<file path="src/rtl/ai_sram_arbiter_pkg.sv">
// Shared constants for the multi-client SRAM arbiter: fixed channel ids and
// helpers that size the channel-id and burst-counter fields.
package ai_sram_arbiter_pkg;

    localparam int CH_WB    = 0;
    localparam int CH_MMUL  = 1;
    localparam int CH_MCONV = 2;

    function automatic int ch_id_w(input int num_ch);
        return (num_ch > 1) ? $clog2(num_ch) : 1;
    endfunction

    function automatic int burst_cnt_w(input int max_burst);
        return $clog2(max_burst + 1);
    endfunction

endpackage

</file>
<file path="src/rtl/ai_rr_picker.sv">
// Combinational round-robin picker: grants the first eligible requester
// after the pointer, wrapping modulo NUM_CH.
module ai_rr_picker
    import ai_sram_arbiter_pkg::*;
#(
    parameter int NUM_CH = 3,
    parameter int IDW    = ch_id_w(NUM_CH)
) (
    input  logic [NUM_CH-1:0] req,
    input  logic [IDW-1:0]    ptr,
    input  logic [NUM_CH-1:0] excl,
    output logic [NUM_CH-1:0] gnt,
    output logic [IDW-1:0]    id
);

    logic [NUM_CH-1:0] cand;

    assign cand = req & ~excl;

    always_comb begin
        logic           found;
        logic [IDW-1:0] idx;
        gnt   = '0;
        id    = '0;
        found = 1'b0;
        idx   = '0;
        for (int i = 1; i <= NUM_CH; i++) begin
            idx = IDW'((int'(ptr) + i) % NUM_CH);
            if (!found && cand[idx]) begin
                found    = 1'b1;
                gnt[idx] = 1'b1;
                id       = idx;
            end
        end
    end

endmodule

</file>
<file path="src/rtl/ai_sram_arbiter.sv">
// Arbitrates NUM_CH requesters onto one single-port SRAM; reads return after a
// fixed latency, steered back to the issuing channel by a tag pipeline.
module ai_sram_arbiter
    import ai_sram_arbiter_pkg::*;
#(
    parameter int NUM_CH    = 3,
    parameter int AW        = 8,
    parameter int DW        = 32,
    parameter int RD_LAT    = 1,
    parameter int CH0_PRIO  = 1,
    parameter int MAX_BURST = 16
) (
    input  logic                   wb_clk_i,
    input  logic                   wb_rst_ni,
    input  logic [NUM_CH-1:0]      ch_req_i,
    input  logic [NUM_CH-1:0]      ch_lock_i,
    input  logic [NUM_CH-1:0]      ch_we_i,
    input  logic [NUM_CH*DW/8-1:0] ch_be_i,
    input  logic [NUM_CH*AW-1:0]   ch_addr_i,
    input  logic [NUM_CH*DW-1:0]   ch_wdata_i,
    output logic [NUM_CH-1:0]      ch_gnt_o,
    output logic [NUM_CH-1:0]      ch_rvalid_o,
    output logic [DW-1:0]          ch_rdata_o,
    output logic                   sram_en_o,
    output logic [DW/8-1:0]        sram_we_o,
    output logic [AW-1:0]          sram_addr_o,
    output logic [DW-1:0]          sram_wdata_o,
    input  logic [DW-1:0]          sram_rdata_i,
    output logic                   busy_o
);

    localparam int BW  = DW / 8;
    localparam int IDW = ch_id_w(NUM_CH);
    localparam int CW  = burst_cnt_w(MAX_BURST);

    logic [IDW-1:0]    rr_ptr;
    logic              owner_vld;
    logic [IDW-1:0]    owner_id;
    logic [CW-1:0]     burst_cnt;

    logic [NUM_CH-1:0] owner_oh;
    logic              cap_hit;
    logic              hold;
    logic [NUM_CH-1:0] excl;
    logic [NUM_CH-1:0] rr_gnt;
    logic [IDW-1:0]    rr_id;
    logic [NUM_CH-1:0] gnt;
    logic [IDW-1:0]    gid;
    logic              any_gnt;

    logic              sel_we;
    logic [BW-1:0]     sel_be;
    logic [AW-1:0]     sel_addr;
    logic [DW-1:0]     sel_wdata;

    logic              tag_vld [0:RD_LAT];
    logic [IDW-1:0]    tag_id  [0:RD_LAT];
    logic              tag_any;

    assign owner_oh = owner_vld ? (NUM_CH'(1) << owner_id) : '0;
    assign cap_hit  = owner_vld && (burst_cnt >= CW'(MAX_BURST));
    assign hold     = owner_vld && !cap_hit && |(ch_req_i & ch_lock_i & owner_oh);
    // A capped owner steps aside only when someone else is waiting.
    assign excl     = (cap_hit && |(ch_req_i & ~owner_oh)) ? owner_oh : '0;

    ai_rr_picker #(
        .NUM_CH (NUM_CH),
        .IDW    (IDW)
    ) u_picker (
        .req  (ch_req_i),
        .ptr  (rr_ptr),
        .excl (excl),
        .gnt  (rr_gnt),
        .id   (rr_id)
    );

    always_comb begin
        gnt = rr_gnt;
        gid = rr_id;
        if (hold) begin
            gnt = owner_oh;
            gid = owner_id;
        end else if ((CH0_PRIO != 0) && ch_req_i[CH_WB] && !excl[CH_WB]) begin
            gnt = NUM_CH'(1) << CH_WB;
            gid = IDW'(CH_WB);
        end
    end

    assign any_gnt  = |gnt;
    assign ch_gnt_o = wb_rst_ni ? gnt : '0;

    assign sel_we    = ch_we_i[gid];
    assign sel_be    = ch_be_i[int'(gid)*BW +: BW];
    assign sel_addr  = ch_addr_i[int'(gid)*AW +: AW];
    assign sel_wdata = ch_wdata_i[int'(gid)*DW +: DW];

    always_ff @(posedge wb_clk_i or negedge wb_rst_ni) begin
        if (!wb_rst_ni) begin
            rr_ptr    <= IDW'(NUM_CH - 1);
            owner_vld <= 1'b0;
            owner_id  <= '0;
            burst_cnt <= '0;
        end else if (any_gnt) begin
            rr_ptr    <= gid;
            owner_vld <= ch_lock_i[gid];
            owner_id  <= gid;
            burst_cnt <= (owner_vld && (gid == owner_id) && !cap_hit) ? burst_cnt + 1'b1 : CW'(1);
        end else begin
            owner_vld <= 1'b0;
            burst_cnt <= '0;
        end
    end

    always_ff @(posedge wb_clk_i or negedge wb_rst_ni) begin
        if (!wb_rst_ni) begin
            sram_en_o    <= 1'b0;
            sram_we_o    <= '0;
            sram_addr_o  <= '0;
            sram_wdata_o <= '0;
        end else begin
            sram_en_o <= any_gnt;
            sram_we_o <= (any_gnt && sel_we) ? sel_be : '0;
            if (any_gnt) begin
                sram_addr_o  <= sel_addr;
                sram_wdata_o <= sel_wdata;
            end
        end
    end

    // Stage i holds the access issued i cycles ago; writes enter as invalid.
    always_ff @(posedge wb_clk_i or negedge wb_rst_ni) begin
        if (!wb_rst_ni) begin
            for (int i = 0; i <= RD_LAT; i++) begin
                tag_vld[i] <= 1'b0;
                tag_id[i]  <= '0;
            end
            ch_rvalid_o <= '0;
            ch_rdata_o  <= '0;
        end else begin
            tag_vld[0] <= any_gnt && !sel_we;
            tag_id[0]  <= gid;
            for (int i = 1; i <= RD_LAT; i++) begin
                tag_vld[i] <= tag_vld[i-1];
                tag_id[i]  <= tag_id[i-1];
            end
            ch_rvalid_o <= tag_vld[RD_LAT] ? (NUM_CH'(1) << tag_id[RD_LAT]) : '0;
            if (tag_vld[RD_LAT]) begin
                ch_rdata_o <= sram_rdata_i;
            end
        end
    end

    always_comb begin
        tag_any = 1'b0;
        for (int i = 0; i <= RD_LAT; i++) begin
            tag_any = tag_any | tag_vld[i];
        end
    end

    assign busy_o = wb_rst_ni && ((|ch_req_i) || tag_any);

endmodule

</file>
<file path="config.mk">
export PLATFORM = sky130hd
export DESIGN_NAME = ai_sram_arbiter
export DESIGN_NICKNAME = d
export VERILOG_FILES = /design/src/rtl/ai_sram_arbiter_pkg.sv /design/src/rtl/ai_rr_picker.sv /design/src/rtl/ai_sram_arbiter.sv
export SDC_FILE = /design/constraint.sdc
export NUM_CORES = 1
export LEC_CHECK = 0
export BUFFER_PORTS_ARGS = -buffer_cell sky130_fd_sc_hd__buf_2
export CAP_MARGIN = 30
export CORE_ASPECT_RATIO = 1.1
export CORE_MARGIN = 5
export CORE_UTILIZATION = 46
export CTS_CLUSTER_SIZE = 20
export DETAILED_ROUTE_END_ITERATION = 8
export PLACE_DENSITY = 0.8
export SLEW_MARGIN = 10
export SYNTH_ARGS = -nofsm -noshare
export SYNTH_HDL_FRONTEND = slang
export SYNTH_SLANG_ARGS = --single-unit
</file>
<file path="constraint.sdc">
create_clock -name wb_clk_i -period 3.3 [get_ports wb_clk_i]
set_input_delay 0.165 -clock wb_clk_i [delete_from_list [all_inputs] [get_ports wb_clk_i]]
set_output_delay 0.165 -clock wb_clk_i [all_outputs]
set_load 0.05 [all_outputs]
</file>
==> metrics.md, run 1 <==
| Metric | Value |
|---|---|
| Status | `completed` |
| Clock buffer depth | `2` |
| Worst-Margin Slew | `between 0.8 and 0.9 ns` |
| Unrepaired setup endpoints after global routing | `no` |
| Vias in the first global route | `approximately 4,700` |
| Fmax | `about 0.32 GHz` |
| Crit-path slowest cell | `dfstp_2` |
| Die Ht | `around 120 um` |
| CTS tree | `built` |
| Number of synthesized flops with an enable pin | `0` |
| Clk root buf | `clkbuf_16` |
| Final hold slack | `between 0.05 and 0.06 ns` |
| Die Span X | `around 110 um` |
| DRT Pass-1 Iters | `5` |
| Final ANT Viol Nets | `0` |
| Wire length per cell | `between 15 and 20 um` |
| Antenna Cells | `0` |
| Global-route wire length before repair | `23,500 um` |
| Clock Latency Late Sink | `about 0.34 ns` |
| Clock sinks | `95` |
| CP Class | `reg2reg` |
| Syn Std Cell Area | `0.00517 mm^2` |
| Routed vias | `around 4,600` |
| Tot GR Track Use | `0.218` |
| Residual DRC count | `0` |
| WP data arrival | `between 3 and 4 ns` |
| Proportion of layout cells with a drive suffix above 1 | `0.503` |
| Core Region | `approximately 0.011 mm^2` |
| Grt total ovfl | `0` |
| Number of H-tree levels | `3` |
| Post-synthesis sequential area ratio | `0.460` |
| Syn nets | `671` |
| Final period util | `0.940` |
| IO Port Bufs | `258` |
| Final setup violation count | `0` |
| Initial Util | `0.472` |
| Worst path most repeated cell | `inv_1` |
| MaxCap Viol Count | `0` |
| Setup tns final | `0 ns` |
| Fin nets | `about 910` |
| Initial DRC Count | `approximately 170` |
| Period minus WS final | `about 3.1 ns` |
| Via-per-instance ratio | `approximately 5.2` |
| PwrDens | `1090 mW/mm^2` |
| Antenna violations before repair | `2` |
| WP buf/inv | `3` |
| Synth area leader | `dfrtp_1` |
| Fill count | `a little under 900` |
| Post-synth top flop | `dfrtp_1` |
| Crit-path leading delay family | `compound AO/OA/AOI/OAI gates` |
| Area grow syn2layout | `31.5%` |
| Syn Inst Count | `just under 500` |
| Crit. End Element | `register` |
| Leakage | `0.00349 uW` |
| Area occupied by multi-input gates | `0.00254 mm^2` |
| Slew HR | `0.466` |
| Clk slew on worst S/H paths | `0.07 ns` |
| Worst Hold Class | `in2reg` |
| Yosys top cell area share | `0.455` |
| Crit start category | `register` |
| Maximum vdd drop | `roughly 0.76 mV` |
| Worst EP required | `3.52 ns` |
| Routed WL | `~15,000 um` |
| Fin. Hold Viols | `0` |
| Synthesized area per cell | `10.5 um^2` |
| Worst Clk Skew | `0.00809 ns` |
| Die Area | `approximately 0.013 mm^2` |
| Top post-synthesis cells by area | `dfrtp_1 45%, mux2_4 10%, mux2_2 8.1%` |
| Critical path peak fanout | `55` |
| Most frequent cells in the layout | `257 x buf_2, 99 x nand2_1, 93 x dfrtp_1` |
| Num ports | `around 260` |
| Detailed Place HPWL | `approximately 12,000 um` |
| Num rows | `40` |
| Pins over their slew limit | `0` |
| CP peak stage delay | `~0.55 ns` |
| Largest net degree at the start of global routing | `68` |
| Synth cell types | `55` |
| # Post-CTS Setup Buffers | `0` |
| Commonest non-fill, non-tap cell in the layout | `buf_2` |
| Num CTS Buffers | `9` |
| CP Cell Sequence | `inv_1 > ha_1 > inv_1 > o2111ai_1 > o22ai_1 > o21ai_0 > a31oi_1 > nand4bb_4 > buf_12 > mux2_2` |
| Sequential Area | `0.00238 mm^2` |
| Synth warn | `0` |
| #FFs+latches synth | `95` |
| Async SR Flop Fraction | `1.00` |
| R2R Setup Slk | `between 0.15 and 0.2 ns` |
| GPL Wtd Cong | `around 0.93` |
metrics by stage:
step	cell area (um^2)	total power (uW)	utilization	setup WS [ns]	cells
2_1_floorplan	5170	5450	-	0.250	491
3_3_place_gp	6500	6330	0.593	0.417	869
3_5_place_dp	6500	6460	0.593	0.275	869
4_1_cts	6800	7450	0.620	0.219	886
5_1_grt	6800	7760	0.620	0.0609	886
6_report	6800	7390	0.620	0.198	886
flip-flops by register name, summed over array words and instances (netlist names), 2 cells and up:
register / count
ch_rdata_o: 32
sram_wdata_o: 32
sram_addr_o: 8
burst_cnt: 5
sram_we_o: 4
tag_id: 4
ch_rvalid_o: 3
rr_ptr: 2
tag_vld: 2
what timing repair did:
action / 4_1_cts / 5_1_grt
endpoints found under the hold margin: 27 / 0
endpoints found under the setup margin: 0 / 34
gates resized for setup: 0 / 1
hold buffers: 1 / 0
cells by family (layout without fill, tap and decap cells):
kind of cell | count (synthesis) | count (layout) | share of synthesized area
AOI/OAI and AO/OA | 78 | 78 | 0.105
xor gates and xnor gates | 2 | 2 | 0.00339
adders and majority gates | 5 | 5 | 0.0121
buffers and inverters | 41 | 289 | 0.0525
DFF | 95 | 95 | 0.460
muxes | 75 | 75 | 0.189
and+or+nand+nor | 195 | 195 | 0.178
where the power goes:
part	total (uW)	internal (uW)	switching [uW]	leakage [uW]
Sequential	2070	1720	349	0.00114
Combinational	4350	1430	2920	0.00221
Clock	976	525	451	0.000139
cell type report:
| type | instances | area share |
|---|---|---|
| tap | 147 | 0.0271 |
| multi-input combinational | 355 | 0.374 |
| clock inverter | 7 | 0.00865 |
| sequential | 95 | 0.350 |
| inverter | 6 | 0.00331 |
| clock buffer | 9 | 0.0331 |
| timing repair buffer | 267 | 0.204 |
worst reg2reg max path: cells and delay by family, from the launching register on:
kind                     cells  cell delay, ns
AO/OA/AOI/OAI                4            0.88
AND/OR/NAND/NOR              1            0.23
buffers and inverters        3            0.58
multiplexers                 1            0.44
adder cells (fa/ha/maj)      1            0.32
flip-flops                   1            0.55
final timing paths:
kind | startpoint | depth (start not counted) | to
worst max-delay path | rr_ptr[1]$_DFFE_PN1P_ | 10 | sram_wdata_o[9]$_DFFE_PN0P_
worst min-delay path | sram_rdata_i[22] | 2 | ch_rdata_o[22]$_DFFE_PN0P_
worst max register to register | rr_ptr[1]$_DFFE_PN1P_ | 10 | sram_wdata_o[9]$_DFFE_PN0P_
worst min register to register | tag_id[2]$_DFF_PN0_ | 0 | tag_id[0]$_DFF_PN0_
max in group asynchronous | wb_rst_ni | 3 | sram_wdata_o[31]$_DFFE_PN0P_
min in group asynchronous | wb_rst_ni | 2 | owner_vld$_DFF_PN0_
cells in the mapped netlist, drive strengths merged, types with 5 or more instances:
library cell,count
mux2,73
buf,25
nor2,52
inv,6
clkbuf,10
a31oi,45
nand2,99
ha,5
dfrtp,94
nand3,13
o21ai,7
layer usage:
layer	GRT usage	vias to the layer above	part of all wire
met5	0	-	0.0018
met4	0.0760	4	0.023
met3	0.0623	31	0.091
met2	0.392	260	0.50
met1	0.249	2136	0.38
li1	-	2215	-
Note: power is estimated with default switching activity, not from simulation.
==> inputs of run 2 (changes only) <==
--- a/config.mk
+++ b/config.mk
@@ -9,10 +9,11 @@
 export CAP_MARGIN = 30
 export CORE_ASPECT_RATIO = 1.1
 export CORE_MARGIN = 5
-export CORE_UTILIZATION = 46
+export CORE_UTILIZATION = 42
 export CTS_CLUSTER_SIZE = 20
 export DETAILED_ROUTE_END_ITERATION = 8
-export PLACE_DENSITY = 0.8
+export GPL_TIMING_DRIVEN = 0
+export PLACE_DENSITY = 0.77
 export SLEW_MARGIN = 10
 export SYNTH_ARGS = -nofsm -noshare
 export SYNTH_HDL_FRONTEND = slang
==> constraint.sdc (replaced) <==
create_clock -name wb_clk_i -period 2.7 [get_ports wb_clk_i]
set_input_delay 0.135 -clock wb_clk_i [delete_from_list [all_inputs] [get_ports wb_clk_i]]
set_output_delay 0.135 -clock wb_clk_i [all_outputs]
set_load 0.05 [all_outputs]
==> metrics.md, run 2 (synthesis gave the netlist of run 1 again) <==
| Metric | Value |
|---|---|
| Status | `completed` |
| Fin. Hold Viols | `0` |
| Share of total power in the clock network | `0.131` |
| WP buf/inv | `3` |
| Part of the power in combinational logic | `0.611` |
| Crit-path leading delay family | `compound AO/OA/AOI/OAI gates` |
| Routed vias | `between 4,000 and 5,000` |
| Vias in the first global route | `roughly 4,700` |
| MaxCap Viol Count | `0` |
| Critical path peak fanout | `10` |
| Fin nets | `around 950` |
| IO Port Bufs | `between 200 and 300` |
| Maximum vdd drop | `about 0.99 mV` |
| Num rows | `between 40 and 50` |
| Die Span X | `between 100 and 150 um` |
| Grt total ovfl | `0` |
| Leakage | `~0.0037 uW` |
| Initial DRC Count | `~180` |
| Clk slew on worst S/H paths | `roughly 0.070 ns` |
| NetSw | `about 4700 uW` |
| Reg-to-Reg End | `sram_wdata_o[7]$_DFFE_PN0P_` |
| Pwr Total | `9500 uW` |
| Non-Filler Instances | `between 900 and 1,000` |
| Die Ht | `~130 um` |
| Pins over their slew limit | `0` |
| CP peak stage delay | `a little under 0.4 ns` |
| PwrDens | `about 1300 mW/mm^2` |
| Tot GR Track Use | `0.206` |
| Routed WL | `approximately 16,000 um` |
| Clock buffer depth | `2` |
| Worst path most repeated cell | `a31oi_2` |
| R2r worst-path depth | `10` |
| CTS tree | `built` |
| Crit-path slowest cell | `dfrtp_1` |
| Num CTS Buffers | `9` |
| CP Cell Sequence | `buf_4 > nand4b_4 > o21ai_0 > a31oi_2 > o31a_1 > buf_6 > clkbuf_4 > nand2_1 > a31oi_2 > mux2_4` |
| Top flop regs | `ch_rdata_o: 32 flops, sram_wdata_o: 32 flops, sram_addr_o: 8 flops` |
| Fmax | `about 0.38 GHz` |
| Crit. End Element | `register` |
| Antenna Cells | `0` |
| Final setup violation count | `0` |
| WP data arrival | `~2.9 ns` |
| Antenna violations before repair | `0` |
| Worst Clk Skew | `approximately 0.0060 ns` |
| Proportion of layout cells with a drive suffix above 1 | `0.531` |
| Worst EP required | `about 2.9 ns` |
| Clk root buf | `clkbuf_16` |
| Switching Share | `0.494` |
| Slew HR | `0.621` |
| Largest net degree at the start of global routing | `between 50 and 60` |
| Num ports | `259` |
| CP Class | `reg2reg` |
| Worst path depth | `10` |
| Final ANT Viol Nets | `0` |
| Placed insts | `around 900` |
| Hold Crit Start | `sram_rdata_i[6]` |
| Commonest non-fill, non-tap cell in the layout | `buf_2` |
| Wire length per cell | `17.3 um` |
| Clock Latency Late Sink | `between 0.3 and 0.4 ns` |
| Most frequent cells in the layout | `261 x buf_2, 99 x nand2_1, 94 x dfrtp_1` |
| Die Area | `between 0.01 and 0.015 mm^2` |
| Clock sinks | `95` |
| Area grow syn2layout | `40.5%` |
| R2R Setup Slk | `between 0.05 and 0.06 ns` |
| Core Region | `between 0.01 and 0.015 mm^2` |
| Fill count | `around 1,100` |
| Number of H-tree levels | `3` |
| DRT Pass-1 Iters | `4` |
| Internal power | `between 4000 and 5000 uW` |
| WHS Path Cells | `2` |
| Worst Hold Class | `in2reg` |
| Initial Util | `0.430` |
| Worst-Margin Slew | `between 0.5 and 0.6 ns` |
| GPL Wtd Cong | `around 0.85` |
| Global-route wire length before repair | `23,600 um` |
| Period minus WS final | `around 2.6 ns` |
| Sequential Power Share | `0.258` |
| Final period util | `0.979` |
| Detailed Place HPWL | `between 10,000 and 15,000 um` |
| Worst Hold End | `ch_rdata_o[6]$_DFFE_PN0P_` |
| Crit start category | `register` |
| Via-per-instance ratio | `~5` |
| Residual DRC count | `0` |
| R2R Path Start | `rr_ptr[0]$_DFFE_PN0P_` |
## run 2: changes by cell type in the layout (fill, tap and decap cells not counted), sizes merged
cell | previous run | this run
buf | 266 | 294
inv | 11 | 10
clkbuf | 9 | 21
clkinv | 1 | 3
clkinvlp | 1 | 0
## run 2: final cells by class
| type | count | area, um^2 | area share |
|---|---|---|---|
| Inverter | 6 | 25.0 | 0.00344 |
| Tap cell | 154 | 193 | 0.0265 |
| Multi-Input combinational cell | 355 | 2630 | 0.361 |
| Clock buffer | 9 | 225 | 0.0310 |
| Buffer | 34 | 300 | 0.0413 |
| Sequential cell | 95 | 2380 | 0.327 |
| Clock inverter | 7 | 71.3 | 0.00981 |
| Timing Repair Buffer | 273 | 1450 | 0.199 |
## run 2: repair_timing
item / CTS / global route
cloned: 1 / 1
resized for setup: 15 / 27
hold buffers: 1 / 0
pin swaps: 4 / 7
hold endpoints to repair: 40 / 0
buffers inserted: 3 / 9
setup endpoints to repair: 56 / 56
## run 2: worst reg2reg max path, cell delays in order, from the launching register on
cell	delay (ns)
dfrtp_1	0.39
buf_4	0.16
nand4b_4	0.20
o21ai_0	0.34
a31oi_2	0.17
o31a_1	0.38
buf_6	0.18
clkbuf_4	0.20
nand2_1	0.11
a31oi_2	0.12
mux2_4	0.28
## run 2: power by group through the flow
| stage | sequential (uW) | combinational (uW) | clock [uW] |
|---|---|---|---|
| 2_1_floorplan | 4550 | 2110 | 0 |
| 3_3_place_gp | 2450 | 5500 | 0 |
| 3_5_place_dp | 2480 | 5570 | 0 |
| 4_1_cts | 2460 | 5650 | 1280 |
| 5_1_grt | 2540 | 6100 | 1340 |
| 6_report | 2450 | 5800 | 1240 |
## run 2: how the worst max path moves through the flow
| stage | start | endpoint | slack [ns] |
|---|---|---|---|
| 3_5_place_dp | rr_ptr[1]$_DFFE_PN1P_ | sram_wdata_o[7]$_DFFE_PN0P_ | -0.57 |
| 2_1_floorplan | rr_ptr[1]$_DFFE_PN1P_ | owner_id[1]$_DFFE_PN0P_ | 0.04 |
| 6_report | rr_ptr[0]$_DFFE_PN0P_ | sram_wdata_o[7]$_DFFE_PN0P_ | 0.06 |
| 3_3_place_gp | rr_ptr[1]$_DFFE_PN1P_ | sram_wdata_o[7]$_DFFE_PN0P_ | -0.56 |
| 4_1_cts | rr_ptr[1]$_DFFE_PN1P_ | sram_wdata_o[7]$_DFFE_PN0P_ | 0.0003 |
| 5_1_grt | rr_ptr[0]$_DFFE_PN0P_ | ch_gnt_o[1] | -0.04 |
## run 2: metal layers
| metal | global-route usage | vias up | wire [um] | share of wire |
|---|---|---|---|---|
| li1 | - | 2298 | - | - |
| met5 | 0 | - | 0 | 0 |
| met1 | 0.237 | 2220 | 6080 | 0.38 |
| met2 | 0.370 | 224 | 8080 | 0.50 |
| met4 | 0.0683 | 0 | 379 | 0.024 |
| met3 | 0.0538 | 24 | 1570 | 0.097 |
## run 2: stage by stage
stage / util / setup slack, ns / area [um^2] / TNS [ns] / hold slack [ns]
2_1_floorplan: - / 0.0390 / 5170 / 0 / -0.161
3_3_place_gp: 0.553 / -0.556 / 6660 / -15.56 / 0.331
3_5_place_dp: 0.556 / -0.569 / 6690 / -15.58 / 0.173
4_1_cts: 0.587 / 0.000279 / 7060 / 0 / 0.00863
5_1_grt: 0.604 / -0.0435 / 7270 / -0.344 / 0.0152
6_report: 0.604 / 0.0559 / 7270 / 0 / 0.0250
==> inputs of run 3 (changes only) <==
--- a/config.mk
+++ b/config.mk
@@ -8,12 +8,11 @@
 export BUFFER_PORTS_ARGS = -buffer_cell sky130_fd_sc_hd__buf_2
 export CAP_MARGIN = 30
 export CORE_ASPECT_RATIO = 1.1
-export CORE_MARGIN = 5
-export CORE_UTILIZATION = 42
+export CORE_UTILIZATION = 50
 export CTS_CLUSTER_SIZE = 20
 export DETAILED_ROUTE_END_ITERATION = 8
 export GPL_TIMING_DRIVEN = 0
-export PLACE_DENSITY = 0.77
+export PLACE_DENSITY = 0.86
 export SLEW_MARGIN = 10
 export SYNTH_ARGS = -nofsm -noshare
 export SYNTH_HDL_FRONTEND = slang
==> constraint.sdc (replaced) <==
create_clock -name wb_clk_i -period 3.35 [get_ports wb_clk_i]
set_input_delay 0.1675 -clock wb_clk_i [delete_from_list [all_inputs] [get_ports wb_clk_i]]
set_output_delay 0.1675 -clock wb_clk_i [all_outputs]
set_load 0.05 [all_outputs]
==> metrics.md, run 3 (synthesis gave the netlist of run 1 again) <==
| Metric | Value |
|---|---|
| Status | `completed` |
| R2r worst-path depth | `10` |
| Final setup violation count | `0` |
| Global-route wire length before repair | `roughly 23,000 um` |
| Via-per-instance ratio | `5.41` |
| Tot GR Track Use | `0.273` |
| DRT met1 WL | `roughly 5700 um` |
| Commonest non-fill, non-tap cell in the layout | `buf_2` |
| Residual DRC count | `0` |
| Num ports | `between 200 and 300` |
| MaxCap Viol Count | `0` |
| Antenna violations before repair | `3` |
| Worst EP required | `between 3 and 4 ns` |
| Reg-to-Reg End | `sram_wdata_o[19]$_DFFE_PN0P_` |
| Final period util | `0.941` |
| Core Region | `0.00994 mm^2` |
| Met2 wire length | `~7500 um` |
| Unrepaired setup endpoints after global routing | `no` |
| Fin. Hold Viols | `0` |
| Internal power | `3550 uW` |
| PwrDens | `approximately 1000 mW/mm^2` |
| Pins over their slew limit | `0` |
| DRT Pass-1 Iters | `4` |
| Vias in the first global route | `~4,600` |
| Final core utilization | `0.690` |
| Top Metal Used | `met4` |
| # Post-CTS Setup Buffers | `0` |
| Maximum vdd drop | `between 0.8 and 0.9 mV` |
| Period minus WS final | `roughly 3.2 ns` |
| CP Class | `reg2reg` |
| Crit. End Element | `register` |
| Part of the power in combinational logic | `0.618` |
| Worst Clk Skew | `between 0.007 and 0.008 ns` |
| Sequential Power Share | `0.278` |
| Fin nets | `roughly 940` |
| Worst Hold Class | `in2reg` |
| Fill count | `about 750` |
| Met3 wire length | `between 900 and 1000 um` |
| Crit start category | `register` |
| Clock Latency Late Sink | `0.35 ns` |
| Number of H-tree levels | `3` |
| Switching Share | `0.507` |
| Slew HR | `0.577` |
| Num rows | `38` |
| Proportion of layout cells with a drive suffix above 1 | `0.502` |
| Largest net degree at the start of global routing | `roughly 50` |
| Die Span X | `between 90 and 100 um` |
| Setup tns final | `0 ns` |
| Final hold slack | `between 0.03 and 0.04 ns` |
| Final ANT Viol Nets | `0` |
| GPL Wtd Cong | `around 0.85` |
| Routed vias | `4,817` |
| Most frequent cells in the layout | `270 x buf_2, 99 x nand2_1, 94 x dfrtp_1` |
| Top flop regs | `ch_rdata_o: 32 flops, sram_wdata_o: 32 flops, sram_addr_o: 8 flops` |
| WP data arrival | `3.39 ns` |
| Hold Crit Start | `sram_rdata_i[1]` |
| Clk root buf | `clkbuf_8` |
| Die Area | `0.0108 mm^2` |
| R2R Path Start | `rr_ptr[1]$_DFFE_PN1P_` |
| Detailed Place HPWL | `11,800 um` |
| Grt total ovfl | `0` |
| Die Ht | `between 100 and 150 um` |
| Worst-Margin Slew | `0.634 ns` |
| NetSw | `roughly 3600 uW` |
| Initial Util | `0.520` |
| Leakage | `0.00356 uW` |
| R2R Setup Slk | `around 0.20 ns` |
| Final worst slack | `0.199 ns` |
| CTS tree | `built` |
| Fmax | `approximately 0.32 GHz` |
| Clock sinks | `between 90 and 100` |
| Clock buffer depth | `2` |
| WHS Path Cells | `2` |
| Worst Hold End | `ch_rdata_o[1]$_DFFE_PN0P_` |
| Num CTS Buffers | `9` |
| Critical path peak fanout | `10` |
| Pwr Total | `around 7000 uW` |
| Routed WL | `roughly 15,000 um` |
| Area grow syn2layout | `32.7%` |
| Clk slew on worst S/H paths | `around 0.090 ns` |
| Initial DRC Count | `between 300 and 400` |
| IO Port Bufs | `between 200 and 300` |
| Share of total power in the clock network | `0.104` |
| Dpl ws | `0.114 ns` |
| Wire length per cell | `~17 um` |
[run 3: worst max path at each step]
stage,startpoint,to,slack (ns),depth (start not counted)
4_1_cts,rr_ptr[1]$_DFFE_PN1P_,sram_wdata_o[5]$_DFFE_PN0P_,0.07,11
3_3_place_gp,rr_ptr[1]$_DFFE_PN1P_,sram_wdata_o[5]$_DFFE_PN0P_,0.28,11
2_1_floorplan,rr_ptr[1]$_DFFE_PN1P_,ch_gnt_o[1],0.30,7
3_5_place_dp,rr_ptr[1]$_DFFE_PN1P_,sram_wdata_o[5]$_DFFE_PN0P_,0.11,11
5_1_grt,rr_ptr[1]$_DFFE_PN1P_,sram_wdata_o[2]$_DFFE_PN0P_,0.02,11
6_report,rr_ptr[1]$_DFFE_PN1P_,sram_wdata_o[19]$_DFFE_PN0P_,0.20,10
[run 3: routing by layer]
metal	GRT usage	vias to the layer above
met5	0	-
met4	0.146	0
li1	-	2268
met1	0.314	2252
met3	0.0417	42
met2	0.492	255
[run 3: final cells by class]
| type | count | area [um^2] | area share |
|---|---|---|---|
| Tap cell | 120 | 150 | 0.0219 |
| Timing Repair Buffer | 260 | 1330 | 0.194 |
| Buffer | 35 | 250 | 0.0365 |
| Antenna cell | 3 | 7.51 | 0.00109 |
| Clock inverter | 5 | 57.6 | 0.00839 |
| Multi-Input combinational cell | 355 | 2520 | 0.367 |
| Clock buffer | 11 | 141 | 0.0206 |
| Sequential cell | 95 | 2380 | 0.347 |
| Inverter | 6 | 22.5 | 0.00328 |
[run 3: critical path, cell delays in order (launching register included)]
cell and delay, ns:
dfstp_2 0.56, inv_1 0.08, ha_1 0.28, clkbuf_1 0.33, nand2_1 0.16, o211ai_1 0.27, o31a_1 0.26, buf_2 0.27
clkbuf_1 0.37, a31oi_1 0.17, mux2_4 0.28
[run 3: timing repair]
item | 4_1_cts | 5_1_grt
resized for setup | 0 | 2
hold endpoints to repair | 44 | 0
hold buffers | 1 | 0
setup endpoints to repair | 0 | 9
[run 3: power groups by stage]
stage	Combinational [uW]	Sequential [uW]	Clock (uW)
6_report	4450	2000	750
3_5_place_dp	4460	2000	0
5_1_grt	4670	2050	813
2_1_floorplan	1700	3670	0
4_1_cts	4450	2000	771
3_3_place_gp	4350	1980	0
[run 3: stage by stage]
step           area, um^2  std cells
2_1_floorplan        5170        491
3_3_place_gp         6610        869
3_5_place_dp         6640        870
4_1_cts              6850        887
5_1_grt              6860        890
6_report             6860        890
